## src/rtl/neuron_pkg.sv

```systemverilog
// Shared definitions for the neuron layer scheduler: index width and FSM state encoding.
package neuron_pkg;

    localparam int IDX_W = 16;
    localparam logic [IDX_W-1:0] IDX_ZERO = 16'd0;
    localparam logic [IDX_W-1:0] IDX_ONE  = 16'd1;

    typedef enum logic [2:0] {
        S_IDLE  = 3'd0,
        S_CLEAR = 3'd1,
        S_ACC   = 3'd2,
        S_DRAIN = 3'd3,
        S_EMIT  = 3'd4,
        S_DONE  = 3'd5
    } state_t;

endpackage

```

## src/rtl/neuron_layer_scheduler_idx_counter.sv

```systemverilog
// Index bookkeeping for the layer: input counter k, weight base (+N per neuron)
// and neuron counter, each with a terminal flag where the scheduler needs one.
module idx_counter
    import neuron_pkg::*;
#(
    parameter int N = 10,
    parameter int M = 4
) (
    input  logic             clk,
    input  logic             rst,
    input  logic             layer_clr,
    input  logic             k_clr,
    input  logic             k_inc,
    input  logic             neuron_inc,
    output logic [IDX_W-1:0] k,
    output logic [IDX_W-1:0] base,
    output logic [IDX_W-1:0] neuron,
    output logic             k_last,
    output logic             neuron_last
);

    logic [IDX_W-1:0] k_r;
    logic [IDX_W-1:0] base_r;
    logic [IDX_W-1:0] neuron_r;

    // Input index within the current neuron.
    always_ff @(posedge clk or posedge rst) begin
        if (rst) begin
            k_r <= IDX_ZERO;
        end else if (k_clr) begin
            k_r <= IDX_ZERO;
        end else if (k_inc) begin
            k_r <= k_r + IDX_ONE;
        end else begin
            k_r <= k_r;
        end
    end

    // Running weight base replaces neuron*N so no multiplier is needed.
    always_ff @(posedge clk or posedge rst) begin
        if (rst) begin
            base_r   <= IDX_ZERO;
            neuron_r <= IDX_ZERO;
        end else if (layer_clr) begin
            base_r   <= IDX_ZERO;
            neuron_r <= IDX_ZERO;
        end else if (neuron_inc) begin
            base_r   <= base_r + IDX_W'(N);
            neuron_r <= neuron_r + IDX_ONE;
        end else begin
            base_r   <= base_r;
            neuron_r <= neuron_r;
        end
    end

    assign k           = k_r;
    assign base        = base_r;
    assign neuron      = neuron_r;
    assign k_last      = (k_r == IDX_W'(N - 1));
    assign neuron_last = (neuron_r == IDX_W'(M - 1));

endmodule

```

## src/rtl/neuron_layer_scheduler.sv

```systemverilog
// Time-multiplexes one shared MAC datapath across the M neurons of a layer.
// All outputs come straight from flops loaded with the values for the next state.
module neuron_layer_scheduler
    import neuron_pkg::*;
#(
    parameter int N   = 10,
    parameter int M   = 4,
    parameter int LAT = 1,
    parameter int OW  = 16
) (
    input  logic             clk,
    input  logic             rst,
    input  logic             start,
    output logic             busy,
    output logic             acc_clr,
    output logic             ld,
    output logic [IDX_W-1:0] in_idx,
    output logic [IDX_W-1:0] w_idx,
    input  logic [OW-1:0]    acc_in,
    output logic             out_valid,
    input  logic             out_ready,
    output logic [OW-1:0]    out_data,
    output logic [IDX_W-1:0] out_neuron,
    output logic             done
);

    state_t           state_r;
    state_t           state_nxt_s;
    logic [IDX_W-1:0] drain_r;
    logic             layer_clr_s;
    logic             k_clr_s;
    logic             k_inc_s;
    logic             neuron_inc_s;
    logic             capture_s;
    logic             hs_s;
    logic             drain_last_s;
    logic [IDX_W-1:0] k_s;
    logic [IDX_W-1:0] base_s;
    logic [IDX_W-1:0] neuron_s;
    logic             k_last_s;
    logic             neuron_last_s;
    logic [IDX_W-1:0] idx_nxt_s;
    logic [IDX_W-1:0] w_nxt_s;
    logic [IDX_W-1:0] neuron_nxt_s;
    logic [OW-1:0]    data_nxt_s;

    logic             busy_r;
    logic             acc_clr_r;
    logic             ld_r;
    logic [IDX_W-1:0] in_idx_r;
    logic [IDX_W-1:0] w_idx_r;
    logic             out_valid_r;
    logic [OW-1:0]    out_data_r;
    logic [IDX_W-1:0] out_neuron_r;
    logic             done_r;

    idx_counter #(.N(N), .M(M)) u_idx (
        .clk         (clk),
        .rst         (rst),
        .layer_clr   (layer_clr_s),
        .k_clr       (k_clr_s),
        .k_inc       (k_inc_s),
        .neuron_inc  (neuron_inc_s),
        .k           (k_s),
        .base        (base_s),
        .neuron      (neuron_s),
        .k_last      (k_last_s),
        .neuron_last (neuron_last_s)
    );

    assign hs_s         = out_valid_r & out_ready;
    assign drain_last_s = (drain_r == IDX_W'(LAT - 1));

    // Next-state and counter control.
    always_comb begin
        state_nxt_s  = state_r;
        layer_clr_s  = 1'b0;
        k_clr_s      = 1'b0;
        k_inc_s      = 1'b0;
        neuron_inc_s = 1'b0;
        capture_s    = 1'b0;
        case (state_r)
            S_IDLE: begin
                if (start) begin
                    state_nxt_s = S_CLEAR;
                    layer_clr_s = 1'b1;
                end else begin
                    state_nxt_s = S_IDLE;
                end
            end
            S_CLEAR: begin
                state_nxt_s = S_ACC;
                k_clr_s     = 1'b1;
            end
            S_ACC: begin
                if (k_last_s) begin
                    state_nxt_s = S_DRAIN;
                end else begin
                    k_inc_s = 1'b1;
                end
            end
            S_DRAIN: begin
                if (drain_last_s) begin
                    state_nxt_s = S_EMIT;
                    capture_s   = 1'b1;
                end else begin
                    state_nxt_s = S_DRAIN;
                end
            end
            S_EMIT: begin
                if (hs_s && neuron_last_s) begin
                    state_nxt_s = S_DONE;
                end else if (hs_s) begin
                    state_nxt_s  = S_CLEAR;
                    neuron_inc_s = 1'b1;
                end else begin
                    state_nxt_s = S_EMIT;
                end
            end
            S_DONE:  state_nxt_s = S_IDLE;
            default: state_nxt_s = S_IDLE;
        endcase
    end

    // Values the output flops take on entry to / while in the next state.
    always_comb begin
        idx_nxt_s    = IDX_ZERO;
        w_nxt_s      = IDX_ZERO;
        neuron_nxt_s = IDX_ZERO;
        data_nxt_s   = out_data_r;
        if (state_nxt_s == S_ACC) begin
            idx_nxt_s = (state_r == S_ACC) ? (k_s + IDX_ONE) : IDX_ZERO;
            w_nxt_s   = base_s + idx_nxt_s;
        end else begin
            idx_nxt_s = IDX_ZERO;
            w_nxt_s   = IDX_ZERO;
        end
        if (capture_s) begin
            data_nxt_s   = acc_in;
            neuron_nxt_s = neuron_s;
        end else if (state_nxt_s == S_EMIT) begin
            neuron_nxt_s = out_neuron_r;
        end else begin
            neuron_nxt_s = IDX_ZERO;
        end
    end

    // State and drain-latency counter.
    always_ff @(posedge clk or posedge rst) begin
        if (rst) begin
            state_r <= S_IDLE;
            drain_r <= IDX_ZERO;
        end else begin
            state_r <= state_nxt_s;
            drain_r <= (state_r == S_DRAIN) ? (drain_r + IDX_ONE) : IDX_ZERO;
        end
    end

    // Output register stage.
    always_ff @(posedge clk or posedge rst) begin
        if (rst) begin
            busy_r       <= 1'b0;
            acc_clr_r    <= 1'b0;
            ld_r         <= 1'b0;
            in_idx_r     <= IDX_ZERO;
            w_idx_r      <= IDX_ZERO;
            out_valid_r  <= 1'b0;
            out_data_r   <= {OW{1'b0}};
            out_neuron_r <= IDX_ZERO;
            done_r       <= 1'b0;
        end else begin
            busy_r       <= (state_nxt_s != S_IDLE);
            acc_clr_r    <= (state_nxt_s == S_CLEAR);
            ld_r         <= (state_nxt_s == S_ACC);
            in_idx_r     <= idx_nxt_s;
            w_idx_r      <= w_nxt_s;
            out_valid_r  <= (state_nxt_s == S_EMIT);
            out_data_r   <= data_nxt_s;
            out_neuron_r <= neuron_nxt_s;
            done_r       <= (state_nxt_s == S_DONE);
        end
    end

    assign busy       = busy_r;
    assign acc_clr    = acc_clr_r;
    assign ld         = ld_r;
    assign in_idx     = in_idx_r;
    assign w_idx      = w_idx_r;
    assign out_valid  = out_valid_r;
    assign out_data   = out_data_r;
    assign out_neuron = out_neuron_r;
    assign done       = done_r;

endmodule

```

## config.mk

```make
export PLATFORM = sky130hd
export DESIGN_NAME = neuron_layer_scheduler
export DESIGN_NICKNAME = d
export VERILOG_FILES = /design/src/rtl/neuron_pkg.sv /design/src/rtl/neuron_layer_scheduler_idx_counter.sv /design/src/rtl/neuron_layer_scheduler.sv
export SDC_FILE = /design/constraint.sdc
export NUM_CORES = 1
export LEC_CHECK = 0
export ABC_AREA = 1
export BUFFER_PORTS_ARGS = -buffer_cell sky130_fd_sc_hd__buf_4
export CAP_MARGIN = 15
export CELL_PAD_IN_SITES_DETAIL_PLACEMENT = 0
export CELL_PAD_IN_SITES_GLOBAL_PLACEMENT = 1
export CORE_ASPECT_RATIO = 1.4
export CORE_MARGIN = 8
export CORE_UTILIZATION = 35
export CTS_BUF_LIST = sky130_fd_sc_hd__clkbuf_4
export DETAILED_ROUTE_END_ITERATION = 10
export PLACE_DENSITY = 0.73
export SETUP_SLACK_MARGIN = 0.4
export SLEW_MARGIN = 15
export SYNTH_ARGS = -nofsm -noshare
export SYNTH_HDL_FRONTEND = slang
export SYNTH_SLANG_ARGS = --single-unit
```

## constraint.sdc

```tcl
create_clock -name clk -period 8.6 [get_ports clk]
set_clock_uncertainty 0.05 [all_clocks]
set_input_delay 1.72 -clock clk [delete_from_list [all_inputs] [get_ports clk]]
set_output_delay 1.72 -clock clk [all_outputs]
set_load 0.005 [all_outputs]
```

==> flow_summary.toml, run 1 <==
[timing]
rsz0062_at_grt = "no"
setup_viol = 0
setup_tns_ns = 0
drv_slew = 0
fin_crit_ns = 3.43
hold_viol_final = 0
worstMarginPinSlew_ns = 0.962
fin_crit_sh = 0.399
fmax_mhz = 291
setup_ws_ns = 5.17
slew_headroom = 0.357

[worst_setup_path]
r2r_start = "state_r[2]$_DFF_PP0_"
worst_setup_path_end_kind = "register"
rr_worst_depth = 17
r2r-end = "w_idx[12]$_DFF_PP0_"
crit_cells = 17
start_kind = "register"
cp_num_buf_inv = 2
cp_max_fo = 27
arrival_ns = 3.84
reg2reg_slack_ns = 5.17
path_class = "register to register"
cp.required_ns = 9.01
path_cells = "inv_2 > nand2_1 > nor2_4 > clkinv_1 > nor2_1 > fa_1 > nand2_1 > nand2_1 > nand2_1 > nand2_1 > nand2_1 > a21boi_2 > nand2_1 > nand2_2 > nand2_1 > a21oi_1 > nor2_1"
critPathTopFamily = "simple AND/OR/NAND/NOR gates"
max_stage_delay_ns = 0.57
crit_path_frequent_cell = "nand2_1"
crit_slowest_cell = "nor2_4"

[die]
dieArea_um2 = 24700
die-width_um = 135
ios = 89
die_h_um = 183
coreArea_um2 = 19700
start_util = 0.354
rows = 61

[power_and_ir_drop]
vdd_drop_max_v = 0.0000938
leakagePower_nw = 3.99
power_density_nw_per_um2 = 207
p_total_mw = 1.69

[grt]
groute.usage.overall = 0.152
grt_pass1_vias = 5840
grt_max_degree = 78
grt_pass1_wl_um = 29800
grt.overflow.total = 0
antenna_found_initial = 1

[yosys]
netlist_area_um2 = 6960
yosys_warnings = 0
synth_cells = 844
synth_ff_type = "dfrtp_1"
async_flop_share = 1.00
ys_ff_latch = 134
synth_commonest_cells = "nand2_1, dfrtp_1, inv_1"
synth_area_leader_cell = "dfrtp_1"
yosysMostFrequentCell = "nand2_1"
syn_area_per_cell_um2 = 8.25
synth.top_cells.by_area = "dfrtp_1, nand2_1, inv_1"
synth_top_area_share = 0.482
seq_area_frac_synth = 0.482
syn_nets = 875
netlist-cell-type-count = 48
synth_edf_count = 0

[routing]
drt-wirelength-per-cell_um = 14.9
vias_per_cell = 4.89
drtIter0Drc = 389
postRouteAntennaNets = 0
drc = 0
num_vias = 5874
dr.pass1.iters = 6
drt-total-wl_um = 17900

[placed_design]
hpwl_um = 13400
io_buffers = 88
place_area_um2 = 7870
place_ws_ns = 4.65
gp_congestion = 0.848

[run_status]
outcome = "finished, final reports clean"

[clock_tree]
path_clk_slew_ns = 0.13
holdBufCountCts = 0
postCtsSetupBuffers = 0
insertion_delay_ns = 0.58
cts_tree = "built"
cts_made_buffers = 17
root_buffer = "clkbuf_4"
clock_path_buffers = 2
htree_levels = 4
cts_num_sinks = 134
cts_resized = 0

[min_path]
holdPathEnd = "drain_r[5]$_DFF_PP0_"
hold_depth = 1
hold_class = "register to register"
hold_start = "drain_r[5]$_DFF_PP0_"

[cells_and_area]
seq_area_um2 = 3350
multi_input_area_um2 = 3060
fill_cells = 2038
drive_gt1_frac = 0.190
area_growth_pct = 17.1
design_area_um2 = 8160
nNetsFinal = 967

[run]
drv_cap = 0
layout by cell type (no fill, tap or decap), types with 2 or more instances in the layout:
| master | instances |
|---|---|
| nand2_1 | 147 |
| o21ai_1 | 3 |
| o22ai_1 | 5 |
| o21a_1 | 2 |
| clkbuf_4 | 18 |
| nor4_1 | 8 |
| inv_6 | 4 |
| clkinv_2 | 3 |
| nor3_2 | 2 |
| mux2_2 | 16 |
| o21ai_0 | 63 |
| nand3_1 | 68 |
| nor2_8 | 2 |
| nand4_1 | 34 |
| clkinv_1 | 2 |
| inv_2 | 6 |
| buf_4 | 91 |
| o21bai_1 | 2 |
| a21boi_1 | 2 |
| nor2_1 | 92 |
| xor2_1 | 12 |
| bufinv_16 | 2 |
| clkinvlp_4 | 3 |
| nand2_2 | 7 |
| nand3_2 | 10 |
| o21ai_2 | 2 |
| a21oi_1 | 37 |
| a31oi_1 | 2 |
| clkinv_4 | 3 |
| ha_1 | 10 |
| nor2_4 | 4 |
| dfrtp_1 | 134 |
| nor3_1 | 24 |
| inv_1 | 112 |
sequential cells by signal, indices dropped and copies added (netlist names), 3 cells and up:
signal / flops
drain_r: 16
in_idx: 16
out_data: 16
out_neuron: 16
state_r: 3
u_idx.base: 15
u_idx.k: 16
u_idx.neuron: 16
w_idx: 15
worst register-to-register path: cells and delay by family, from the launching register on:
family,cells,cell delay (ns)
buffers and inverters,2,0.57
AND/OR/NAND/NOR,12,1.67
adder cells (fa/ha/maj),1,0.25
flip-flops,1,0.41
AO/OA/AOI/OAI,2,0.38
worst max-delay path by stage:
stage                         startpoint                          to  slack [ns]
floorplan                            rst           acc_clr$_DFF_PP0_        3.25
global placement                   start   out_neuron[5]$_DFFE_PP0P_        4.71
detailed placement                 start  out_neuron[10]$_DFFE_PP0P_        4.65
CTS                 state_r[2]$_DFF_PP0_         w_idx[12]$_DFF_PP0_        5.09
global route        state_r[2]$_DFF_PP0_         w_idx[12]$_DFF_PP0_        4.73
finish              state_r[2]$_DFF_PP0_         w_idx[12]$_DFF_PP0_        5.17
per-stage QoR:
| stage | util | instances | hold slack (ns) |
|---|---|---|---|
| global route | 0.414 | 1202 | 0.453 |
| floorplan | - | 844 | 0.382 |
| detailed placement | 0.400 | 1169 | 0.399 |
| global placement | 0.400 | 1169 | 0.399 |
| finish | 0.414 | 1202 | 0.422 |
| CTS | 0.414 | 1201 | 0.422 |
cell families (layout without fill, tap and decap cells):
group                    after synthesis  after routing  synth area share
other                                  1              2          0.000539
XOR/XNOR                              13             13            0.0164
flip-flops                           134            134             0.482
multiplexers                          16             16            0.0259
AND/OR/NAND/NOR                      405            405             0.277
AO/OA/AOI/OAI                        125            125            0.0987
buffers and inverters                139            244            0.0793
adder cells (fa/ha/maj)               11             11            0.0208
layer usage:
layer	share of wire	vias up	track usage
met3	0.032	21	0.0331
li1	-	2975	-
met4	0.019	0	0.0579
met1	0.43	2790	0.179
met5	0	-	0
met2	0.51	88	0.262
final cells by class:
class,instances,area share
Sequential cell,134,0.411
Multi-Input combinational cell,571,0.375
Clock buffer,18,0.0166
Inverter,121,0.0563
Timing Repair Buffer,91,0.0838
Antenna cell,1,0.000307
Tap cell,252,0.0387
Clock inverter,14,0.0184
power by group:
group | total, mW | internal (mW) | switching (mW) | leakage (nW)
sequential | 0.767 | 0.710 | 0.0562 | 1.82
combinational | 0.490 | 0.187 | 0.302 | 2.02
clock | 0.433 | 0.177 | 0.256 | 0.149
(Power assumes the default switching activity.)
==> run 2: changes to the inputs <==
--- a/config.mk
+++ b/config.mk
@@ -5,7 +5,7 @@
 export SDC_FILE = /design/constraint.sdc
 export NUM_CORES = 1
 export LEC_CHECK = 0
-export ABC_AREA = 1
+export ABC_AREA = 0
 export BUFFER_PORTS_ARGS = -buffer_cell sky130_fd_sc_hd__buf_4
 export CAP_MARGIN = 15
 export CELL_PAD_IN_SITES_DETAIL_PLACEMENT = 0
==> constraint.sdc (replaced) <==
create_clock -name clk -period 3.1 [get_ports clk]
set_clock_uncertainty 0.05 [all_clocks]
set_input_delay 0.62 -clock clk [delete_from_list [all_inputs] [get_ports clk]]
set_output_delay 0.62 -clock clk [all_outputs]
set_load 0.005 [all_outputs]
==> flow_summary.toml, run 2 <==
[die]
die_h_um = 180
start_util = 0.352
dieArea_um2 = 23900
ios = 89
die-width_um = 133
coreArea_um2 = 19000
rows = 60

[power_and_ir_drop]
vdd_drop_max_v = 0.000471
power_density_nw_per_um2 = 531
p_total_mw = 4.91
leakagePower_nw = 4.35

[yosys]
netlist-cell-type-count = 70
yosys_warnings = 0
seq_area_frac_synth = 0.501
synth_ff_type = "dfrtp_1"
synth_top_area_share = 0.501
async_flop_share = 1.00
ys_ff_latch = 134
syn_nets = 701
yosysMostFrequentCell = "dfrtp_1"
synth_commonest_cells = "dfrtp_1, nor2_1, nand2_1"
syn_area_per_cell_um2 = 9.99
synth.top_cells.by_area = "dfrtp_1, nor2_1, xor2_1"
synth_area_leader_cell = "dfrtp_1"
synth_edf_count = 0
netlist_area_um2 = 6690
synth_cells = 670

[worst_setup_path]
path_class = "register to register"
cp_max_fo = 4
r2r_start = "u_idx.k[1]$_DFFE_PP0P_"
start_kind = "register"
crit_path_frequent_cell = "o22ai_2"
arrival_ns = 4.18
max_stage_delay_ns = 0.45
worst_setup_path_end_kind = "register"
cp.required_ns = 3.50
path_cells = "ha_4 > xnor2_4 > nor2_2 > ha_1 > a21o_1 > o211ai_1 > o22ai_2 > o22ai_2 > a31oi_4 > a221oi_2 > nor4_2 > o32a_1 > maj3_2 > a31oi_2 > mux2_1"
critPathLaunch = "u_idx.k[1]$_DFFE_PP0P_"
crit_slowest_cell = "dfrtp_2"

[placed_design]
gp_congestion = 0.879
place_ws_ns = -0.713
hpwl_um = 13200
io_buffers = 88

[clock_tree]
cts_tree = "built"
root_buffer = "clkbuf_4"
clock_path_buffers = 2
insertion_delay_ns = 0.56
holdBufCountCts = 0
cts_num_sinks = 134
path_clk_slew_ns = 0.13
cts_made_buffers = 17
htree_levels = 4

[grt]
grt_pass1_vias = 6014
antenna_found_initial = 1
grt.overflow.total = 0
groute.usage.overall = 0.156
grt_max_degree = 135
grt_pass1_wl_um = 30100

[run]
drv_cap = 0

[timing]
setup_viol = 6
hold_viol_final = 0
setup_ws_ns = -0.680
drv_slew = 0
fin_crit_sh = 1.22
fmax_mhz = 265
worstMarginPinSlew_ns = 0.702
setup_tns_ns = -2.41
slew_headroom = 0.532
rsz0062_at_grt = "yes"
fin_crit_ns = 3.78

[routing]
num_vias = 5713
postRouteAntennaNets = 0
drc = 0
drtIter0Drc = 233
drt-wirelength-per-cell_um = 15.9
drt-total-wl_um = 18300
vias_per_cell = 4.96
dr.pass1.iters = 5

[cells_and_area]
fill_cells = 1784
nNetsFinal = 920
seq_area_um2 = 3350
drive_gt1_frac = 0.384
multi_input_area_um2 = 3470
final_common_cell = "buf_4"
area_growth_pct = 38.3
layout_common_cells = "buf_4, dfrtp_1, nor2_1"

[run_status]
outcome = "finished with violations"
failed_checks = "negative setup slack"

[min_path]
hold_class = "input port to async pin"
[run 2: changes by cell type after synthesis, sizes merged, moves of 18 or more]
cell | previous run | this run
a21o | 1 | 19
a21oi | 38 | 15
inv | 119 | 17
nand2 | 154 | 78
nand3 | 78 | 25
o21ai | 68 | 37
xnor2 | 1 | 32
xor2 | 12 | 34
[run 2: layer usage]
layer	global-route usage	vias up	wire length (µm)
met2	0.271	150	9530
met4	0.0816	0	714
met1	0.162	2764	7010
li1	-	2752	-
met5	0	-	0
met3	0.0519	47	1030
[run 2: cell type report]
cell class              count  area share
clock inverters            14      0.0138
diodes                      1    0.000270
flip-flops and latches    134       0.362
multi-input cells         490       0.375
well taps                 248      0.0335
inverters                  17     0.00730
clock buffers              18      0.0146
repair buffers            229       0.193
[run 2: final timing paths]
check                                           end  slack (ns)  cells after the start
max                             w_idx[15]$_DFF_PP0_       -0.68                     15
min reg2reg                 out_data[3]$_DFFE_PP0P_        0.47                      1
max reg2reg                     w_idx[15]$_DFF_PP0_       -0.68                     15
min in group clk           out_data[10]$_DFFE_PP0P_        0.23                      2
max in group asynchronous    u_idx.k[1]$_DFFE_PP0P_        2.25                      3
min                             in_idx[0]$_DFF_PP0_        0.20                      3
[run 2: per-stage QoR]
stage | area, µm² | util | hold slack, ns | cells
2_1_floorplan | 6780 | - | 0.405 | 670
3_3_place_gp | 8450 | 0.445 | 0.420 | 1090
3_5_place_dp | 8450 | 0.445 | 0.447 | 1090
4_1_cts | 9040 | 0.476 | 0.171 | 1141
5_1_grt | 9260 | 0.487 | 0.169 | 1151
6_report | 9260 | 0.487 | 0.205 | 1151
[run 2: timing repair]
| action | CTS | global route |
|---|---|---|
| pin swaps | 21 | 30 |
| cloned | 0 | 0 |
| endpoints found under the setup margin | 10 | 38 |
| resized for setup | 35 | 24 |
| setup buffers | 19 | 9 |
[run 2: kinds of logic (layout without fill, tap and decap cells)]
logic type / Yosys count / in the layout / share of synthesized area
XOR/XNOR: 68 / 68 / 0.0931
other: 1 / 2 / 0.000560
adder cells (fa/ha/maj): 16 / 16 / 0.0293
flip-flops: 134 / 134 / 0.501
AO/OA/AOI/OAI: 110 / 110 / 0.117
AND/OR/NAND/NOR: 277 / 277 / 0.197
buffers and inverters: 46 / 278 / 0.0316
multiplexers: 18 / 18 / 0.0303
[run 2: where the power goes]
| group | switching [mW] | internal (mW) | leakage, nW |
|---|---|---|---|
| Sequential | 0.147 | 1.96 | 1.82 |
| Clock | 0.699 | 0.409 | 0.135 |
| Combinational | 0.885 | 0.810 | 2.39 |
| Total | 1.73 | 3.18 | 4.35 |
[run 2: worst max-delay path: cells and delay by family, from the launching register on]
| family | cells | cell delay (ns) |
|---|---|---|
| adders and majority gates | 3 | 0.81 |
| muxes | 1 | 0.33 |
| AOI/OAI and AO/OA | 8 | 1.75 |
| DFF | 1 | 0.45 |
| and+or+nand+nor | 2 | 0.15 |
| xor gates and xnor gates | 1 | 0.15 |
